==> config.mk <==
export PLATFORM = sky130hd
export DESIGN_NAME = requant_int8
export DESIGN_NICKNAME = d
export VERILOG_FILES = /design/src/rtl/cnn_pkg.sv /design/src/rtl/round_sat_int8.sv /design/src/rtl/requant_int8.sv
export SDC_FILE = /design/constraint.sdc
export NUM_CORES = 2
export LEC_CHECK = 0
export CORE_MARGIN = 8
export CORE_UTILIZATION = 52
export CTS_CLUSTER_SIZE = 14
export DETAILED_ROUTE_END_ITERATION = 16
export HOLD_SLACK_MARGIN = 0.1
export PLACE_DENSITY = 0.74
export SYNTH_ARGS = -nofsm -noshare
export SYNTH_HDL_FRONTEND = slang
export SYNTH_HIERARCHICAL = 1
export SYNTH_SLANG_ARGS = --single-unit
==> constraint.sdc <==
create_clock -name clk -period 7.2 [get_ports clk]
set_input_delay 1.8 -clock clk [delete_from_list [all_inputs] [get_ports clk]]
set_output_delay 1.8 -clock clk [all_outputs]
set_load 0.02 [all_outputs]
==> src/rtl/cnn_pkg.sv <==
// Shared constants for the int8 CNN datapath blocks.
// Used by the requantization stage and its round/saturate helper.
package cnn_pkg;

  localparam int ACC_WIDTH  = 32;
  localparam int DATA_WIDTH = 8;
  localparam int INT8_MAX   = 127;
  localparam int INT8_MIN   = -128;

endpackage

==> src/rtl/round_sat_int8.sv <==
// Combinational round-half-up arithmetic right shift followed by int8 saturation.
// Reusable by any quantizing stage that needs shift-round-clip to int8.
module round_sat_int8
  import cnn_pkg::*;
#(
  parameter int IN_WIDTH    = 49,
  parameter int SHIFT_WIDTH = 5
) (
  input  logic signed [IN_WIDTH-1:0]    val,
  input  logic        [SHIFT_WIDTH-1:0] shift,
  output logic signed [DATA_WIDTH-1:0]  q,
  output logic                          sat
);

  // One guard bit so adding the rounding constant can never overflow.
  localparam int EW = IN_WIDTH + 1;
  localparam logic signed [EW-1:0] RMAX = EW'(INT8_MAX);
  localparam logic signed [EW-1:0] RMIN = EW'(INT8_MIN);

  logic signed [EW-1:0] ext;
  logic signed [EW-1:0] rnd;
  logic        [EW-1:0] one_hot;
  logic signed [EW-1:0] r;

  always_comb begin
    ext     = {val[IN_WIDTH-1], val};
    one_hot = {{(EW-1){1'b0}}, 1'b1} << shift;
    rnd     = signed'(one_hot >> 1);
    r       = (ext + rnd) >>> shift;
    q       = r[DATA_WIDTH-1:0];
    sat     = 1'b0;
    if (r > RMAX) begin
      q   = DATA_WIDTH'(INT8_MAX);
      sat = 1'b1;
    end else if (r < RMIN) begin
      q   = DATA_WIDTH'(INT8_MIN);
      sat = 1'b1;
    end
  end

endmodule

==> src/rtl/requant_int8.sv <==
// Three-stage requantizer: bias add, scale multiply, round/shift/saturate to int8.
// One global advance enable stalls the whole pipe under output backpressure.
module requant_int8 #(
  parameter int ACC_WIDTH   = 32,
  parameter int MULT_WIDTH  = 16,
  parameter int SHIFT_WIDTH = 5,
  parameter int DATA_WIDTH  = 8,
  parameter int CNT_WIDTH   = 16
) (
  input  logic                         clk,
  input  logic                         rst_n,
  input  logic                         in_valid,
  output logic                         in_ready,
  input  logic signed [ACC_WIDTH-1:0]  acc_in,
  input  logic signed [ACC_WIDTH-1:0]  bias_in,
  input  logic        [MULT_WIDTH-1:0] mult_in,
  input  logic       [SHIFT_WIDTH-1:0] shift_in,
  output logic                         out_valid,
  input  logic                         out_ready,
  output logic signed [DATA_WIDTH-1:0] data_out,
  output logic                         sat_out,
  output logic         [CNT_WIDTH-1:0] sat_count,
  input  logic                         sat_clr
);

  import cnn_pkg::*;

  localparam int SUM_W  = ACC_WIDTH + 1;
  localparam int PROD_W = ACC_WIDTH + MULT_WIDTH + 1;

  logic                    adv;
  logic                    consumed;
  logic                    v1;
  logic                    v2;
  logic signed [SUM_W-1:0] sum1;
  logic   [MULT_WIDTH-1:0] mult1;
  logic  [SHIFT_WIDTH-1:0] shift1;
  logic signed [PROD_W-1:0] prod2;
  logic  [SHIFT_WIDTH-1:0] shift2;
  logic signed [DATA_WIDTH-1:0] rs_q;
  logic                    rs_sat;

  assign adv      = !out_valid || out_ready;
  assign in_ready = adv;
  assign consumed = out_valid && out_ready;

  round_sat_int8 #(
    .IN_WIDTH    (PROD_W),
    .SHIFT_WIDTH (SHIFT_WIDTH)
  ) u_round_sat (
    .val   (prod2),
    .shift (shift2),
    .q     (rs_q),
    .sat   (rs_sat)
  );

  // Valid bits advance every enabled cycle; payloads load only behind a valid beat.
  always_ff @(posedge clk) begin
    if (!rst_n) begin
      v1        <= 1'b0;
      v2        <= 1'b0;
      out_valid <= 1'b0;
      sum1      <= '0;
      mult1     <= '0;
      shift1    <= '0;
      prod2     <= '0;
      shift2    <= '0;
      data_out  <= '0;
      sat_out   <= 1'b0;
    end else if (adv) begin
      v1        <= in_valid;
      v2        <= v1;
      out_valid <= v2;
      if (in_valid) begin
        sum1   <= SUM_W'(acc_in) + SUM_W'(bias_in);
        mult1  <= mult_in;
        shift1 <= shift_in;
      end
      if (v1) begin
        prod2  <= PROD_W'(sum1) * PROD_W'($signed({1'b0, mult1}));
        shift2 <= shift1;
      end
      if (v2) begin
        data_out <= rs_q;
        sat_out  <= rs_sat;
      end
    end
  end

  // Counts clipped beats actually taken downstream; sticks at all-ones.
  always_ff @(posedge clk) begin
    if (!rst_n) begin
      sat_count <= '0;
    end else if (sat_clr) begin
      sat_count <= '0;
    end else if (consumed && sat_out && (sat_count != {CNT_WIDTH{1'b1}})) begin
      sat_count <= sat_count + 1'b1;
    end
  end

endmodule

==> impl_metrics.prom <==
# TYPE chip_impl_metric gauge
chip_impl_metric{name="cts-htree-levels",unit=""} 4
chip_impl_metric{name="finalSetupViolCount",unit=""} 0
chip_impl_info{name="clock_tree.root_cell",value="sky130_fd_sc_hd__clkbuf_16"} 1
chip_impl_metric{name="die_width",unit="um"} 268
chip_impl_metric{name="diodes",unit=""} 0
chip_impl_metric{name="clock-skew-final",unit="ps"} 13.5
chip_impl_metric{name="timing.reg2reg.setup_slack",unit="ps"} 310
chip_impl_metric{name="dieHeight",unit="um"} 268
chip_impl_info{name="hold_path_class",value="register to register"} 1
chip_impl_metric{name="setup_total_neg_slack",unit="ps"} 0
chip_impl_metric{name="initial_antenna_violation_count",unit=""} 0
chip_impl_info{name="run_status",value="finished clean"} 1
chip_impl_metric{name="grt-ovfl-total",unit=""} 0
chip_impl_info{name="synthDominantAreaCellType",value="sky130_fd_sc_hd__fa_1"} 1
chip_impl_metric{name="postSynthAreaPerCell",unit="um2"} 7.86
chip_impl_metric{name="area_of_the_multi_input_gates",unit="um2"} 27000
chip_impl_metric{name="register_area",unit="um2"} 2730
chip_impl_metric{name="drc",unit=""} 0
chip_impl_metric{name="power.leakage",unit="nW"} 17.0
chip_impl_info{name="endpoint_kind",value="register"} 1
chip_impl_info{name="hold_start",value="shift1[0]"} 1
chip_impl_metric{name="grt_pass1_vias",unit=""} 31344
chip_impl_metric{name="globalplace.congestion",unit=""} 1.01
chip_impl_info{name="yosys.cell_count.top_type",value="sky130_fd_sc_hd__nand2_1"} 1
chip_impl_metric{name="global_route.usage.total",unit=""} 0.305
chip_impl_info{name="critical_path_class",value="register to register"} 1
chip_impl_info{name="cts_tree",value="yes"} 1
chip_impl_metric{name="max_clock_freq",unit="MHz"} 145
chip_impl_metric{name="die_area",unit="um2"} 71700
chip_impl_metric{name="path_max_fanout",unit=""} 13
chip_impl_info{name="rsz_0062_raised_after_global_routing",value="no"} 1
chip_impl_metric{name="cts.sink_count",unit=""} 136
chip_impl_info{name="synth_top_area_cells",value="sky130_fd_sc_hd__fa_1 (30%), sky130_fd_sc_hd__dfxtp_1 (8.3%), sky130_fd_sc_hd__nand2_1 (7.2%)"} 1
chip_impl_metric{name="critPathRequiredTime",unit="ps"} 7530
chip_impl_metric{name="ys_seq_elements",unit=""} 136
chip_impl_info{name="top_post_synthesis_cells_by_count",value="sky130_fd_sc_hd__nand2_1 (631), sky130_fd_sc_hd__inv_1 (609), sky130_fd_sc_hd__fa_1 (500), sky130_fd_sc_hd__and2_1 (269), sky130_fd_sc_hd__a21oi_1 (263)"} 1
chip_impl_metric{name="yosys.cell_types.count",unit=""} 104
chip_impl_metric{name="cts_post_setup_buffers_inserted",unit=""} 0
chip_impl_metric{name="clk_path_buf_depth",unit=""} 2
chip_impl_metric{name="finalMaxSlewViolations",unit=""} 0
chip_impl_metric{name="mappedNetlistNets",unit=""} 4966
chip_impl_metric{name="ys_async_sr_fraction",unit=""} 0
chip_impl_metric{name="min_delay_path_depth",unit=""} 2
chip_impl_metric{name="first_pass_iters",unit=""} 8
chip_impl_metric{name="cts.clk_slew.worst_paths",unit="ps"} 60
chip_impl_metric{name="synthesis.yosys.warnings",unit=""} 6
chip_impl_metric{name="detail_route.wirelength",unit="um"} 108000
chip_impl_metric{name="synth.cell_area",unit="um2"} 33000
chip_impl_metric{name="floorplan.io_pins",unit=""} 117
chip_impl_info{name="rr_endpoint",value="prod2[45]"} 1
chip_impl_metric{name="drive_above_1_share",unit=""} 0.0878
chip_impl_metric{name="worst-r2r-cell-count",unit=""} 21
chip_impl_metric{name="hold_violations",unit=""} 0
chip_impl_metric{name="placement_rows",unit=""} 92
chip_impl_metric{name="finalWorstPathRequiredPeriod",unit="ps"} 6890
chip_impl_metric{name="area_growth_syn_to_layout",unit="%"} 11.6
chip_impl_metric{name="fin_nets",unit=""} 5120
chip_impl_metric{name="clk-insertion-delay-late",unit="ps"} 490
chip_impl_metric{name="arrival",unit="ps"} 7220
chip_impl_metric{name="starting_utilization_of_the_core_area",unit=""} 0.524
chip_impl_metric{name="synth.yosys.seq_area_share",unit=""} 0.0826
chip_impl_metric{name="placeableCoreArea",unit="um2"} 62900
chip_impl_info{name="worstReg2RegStart",value="mult1[11]"} 1
chip_impl_metric{name="first_pass_grt_wire_length",unit="um"} 173000
chip_impl_info{name="synthFlopType",value="sky130_fd_sc_hd__dfxtp_1"} 1
chip_impl_metric{name="detailroute.via_count",unit=""} 31262
chip_impl_metric{name="grt_max_degree",unit=""} 62
chip_impl_metric{name="max-cap-violations",unit=""} 0
chip_impl_metric{name="syn-instance-count",unit=""} 4196
chip_impl_metric{name="worst_ir_drop_vdd",unit="mV"} 0.189
chip_impl_info{name="critPathLaunchType",value="register"} 1
chip_impl_metric{name="detailedRoute.firstIterationViolations",unit=""} 3115
chip_impl_metric{name="power-per-cell-area",unit="nW/um2"} 120
chip_impl_info{name="hold_worst_path_end",value="shift2[0]"} 1
chip_impl_metric{name="final.period_utilization",unit=""} 0.957
chip_impl_metric{name="numCtsBuffers",unit=""} 17
chip_impl_metric{name="max_slew.worst_pin.slew",unit="ps"} 1010
chip_impl_metric{name="finalHoldWorstSlack",unit="ps"} 446
chip_impl_metric{name="timing.max_slew.rel_slack",unit=""} 0.326
chip_impl_metric{name="numPortBuffers",unit=""} 116
chip_impl_metric{name="synth_edf_count",unit=""} 0
chip_impl_metric{name="hpwlAfterDp",unit="um"} 88600
chip_impl_metric{name="synth_top_area_share",unit=""} 0.304
chip_impl_metric{name="n_fill_cell",unit=""} 5740
chip_impl_metric{name="final_antenna_net_count",unit=""} 0
chip_impl_metric{name="routed_via_density",unit=""} 6.00
chip_impl_metric{name="drt-wirelength-per-cell",unit="um"} 20.7
[power breakdown]
group          leakage [nW]  internal [W]  switching [W]
logic                  15.6      0.000999        0.00145
clock network         0.288      0.000547       0.000420
registers              1.12      0.000816       0.000173
total                  17.0       0.00236        0.00204
[how the worst max path moves through the flow]
stage / startpoint / end / slack (ps) / cells after the start
after floorplan: shift2[2] / data_out[2] / 700 / 26
after detailed placement: mult1[8] / prod2[45] / 340 / 24
after CTS: mult1[8] / prod2[45] / 310 / 24
after global routing: sum1[8] / prod2[45] / 0.5 / 21
after global placement: mult1[8] / prod2[45] / 470 / 24
final: mult1[11] / prod2[45] / 310 / 21
[critical path, stage by stage (launching register included)]
cell                       delay [ps]
sky130_fd_sc_hd__dfxtp_1          680
sky130_fd_sc_hd__buf_4            260
sky130_fd_sc_hd__and2_1           150
sky130_fd_sc_hd__fa_1             420
sky130_fd_sc_hd__fa_1             480
sky130_fd_sc_hd__fa_1             540
sky130_fd_sc_hd__fa_1             530
sky130_fd_sc_hd__fa_1             550
sky130_fd_sc_hd__inv_1             60
sky130_fd_sc_hd__fa_1             520
sky130_fd_sc_hd__inv_1             40
sky130_fd_sc_hd__ha_1             380
sky130_fd_sc_hd__a21o_1           210
sky130_fd_sc_hd__a21o_1           160
sky130_fd_sc_hd__a21o_1           200
sky130_fd_sc_hd__a221o_1          330
sky130_fd_sc_hd__a31oi_4          230
sky130_fd_sc_hd__o211ai_2         180
sky130_fd_sc_hd__a211o_1          350
sky130_fd_sc_hd__a31oi_1          210
sky130_fd_sc_hd__xor2_1           170
sky130_fd_sc_hd__a21oi_1           80
[state kept, by name, indices dropped and copies added, names as in the netlist]
name       flops
data_out       8
mult1         16
out_valid      1
prod2         49
sat_count     16
sat_out        1
shift1         5
shift2         5
sum1          33
v1             1
v2             1
[through the flow]
step / util / instances / instance area, um2 / setup slack (ps) / total power (W)
after global placement: 0.576 / 5177 / 36200 / 466 / 0.00337
after detailed placement: 0.576 / 5177 / 36200 / 338 / 0.00342
final: 0.585 / 5208 / 36800 / 310 / 0.00441
after global routing: 0.585 / 5208 / 36800 / 0.511 / 0.00473
after floorplan: - / 4196 / 33000 / 699 / 0.00266
after CTS: 0.585 / 5208 / 36800 / 311 / 0.00439
[layout make-up]
type / instances / share of cell area
Multi-Input combinational cell: 3215 / 0.733
Clock inverter: 13 / 0.00466
Clock buffer: 18 / 0.0117
Tap cell: 846 / 0.0288
Sequential cell: 136 / 0.0743
Timing Repair Buffer: 371 / 0.0852
Inverter: 609 / 0.0622
[layout by cell type, fill, tap and decap left out, types with 15 or more instances in the layout]
cell type                           n
sky130_fd_sc_hd__fa_1             500
sky130_fd_sc_hd__buf_4            250
sky130_fd_sc_hd__nand3_1          113
sky130_fd_sc_hd__xnor2_1           64
sky130_fd_sc_hd__and2_1           267
sky130_fd_sc_hd__inv_1            607
sky130_fd_sc_hd__o211ai_1          38
sky130_fd_sc_hd__o21a_1            23
sky130_fd_sc_hd__nand4_1           53
sky130_fd_sc_hd__o21ai_0          125
sky130_fd_sc_hd__clkdlybuf4s50_1  115
sky130_fd_sc_hd__ha_1             180
sky130_fd_sc_hd__clkbuf_16         17
sky130_fd_sc_hd__dfxtp_1          128
sky130_fd_sc_hd__nor3_1            78
sky130_fd_sc_hd__xor2_1            54
sky130_fd_sc_hd__nor2_1           219
sky130_fd_sc_hd__a31oi_1           21
sky130_fd_sc_hd__o221ai_1          18
sky130_fd_sc_hd__a211oi_1          56
sky130_fd_sc_hd__and3_1            23
sky130_fd_sc_hd__o21ai_1           21
sky130_fd_sc_hd__o22ai_1           17
sky130_fd_sc_hd__a21oi_1          263
sky130_fd_sc_hd__nor4_1            27
sky130_fd_sc_hd__nand2b_1          25
sky130_fd_sc_hd__a21o_1            63
sky130_fd_sc_hd__mux4_2            15
sky130_fd_sc_hd__or3_1             18
sky130_fd_sc_hd__nand2_1          629
sky130_fd_sc_hd__mux2i_1           35
[cell families after synthesis]
| kind of cell | Yosys count | synth area share |
|---|---|---|
| fa+ha+maj | 680 | 0.372 |
| buf+inv | 845 | 0.0993 |
| flops | 136 | 0.0826 |
| mux | 63 | 0.0253 |
| xor+xnor | 119 | 0.0318 |
| compound gates | 824 | 0.167 |
| simple gates | 1529 | 0.222 |
[per-layer routing]
metal / part of all wire / up-vias / GRT usage
met2: 0.46 / 1586 / 0.491
met5: 0 / - / 0
met4: 0.038 / 0 / 0.115
met1: 0.41 / 15218 / 0.400
met3: 0.097 / 283 / 0.0677
li1: - / 14175 / -
[timing repair]
| item | in CTS | in global routing |
|---|---|---|
| hold buffers | 0 | 0 |
| setup endpoints to repair | 0 | 3 |
| gates resized for setup | 0 | 4 |
| endpoints found under the hold margin | 0 | 0 |
Power figures use the tool's default switching activity.
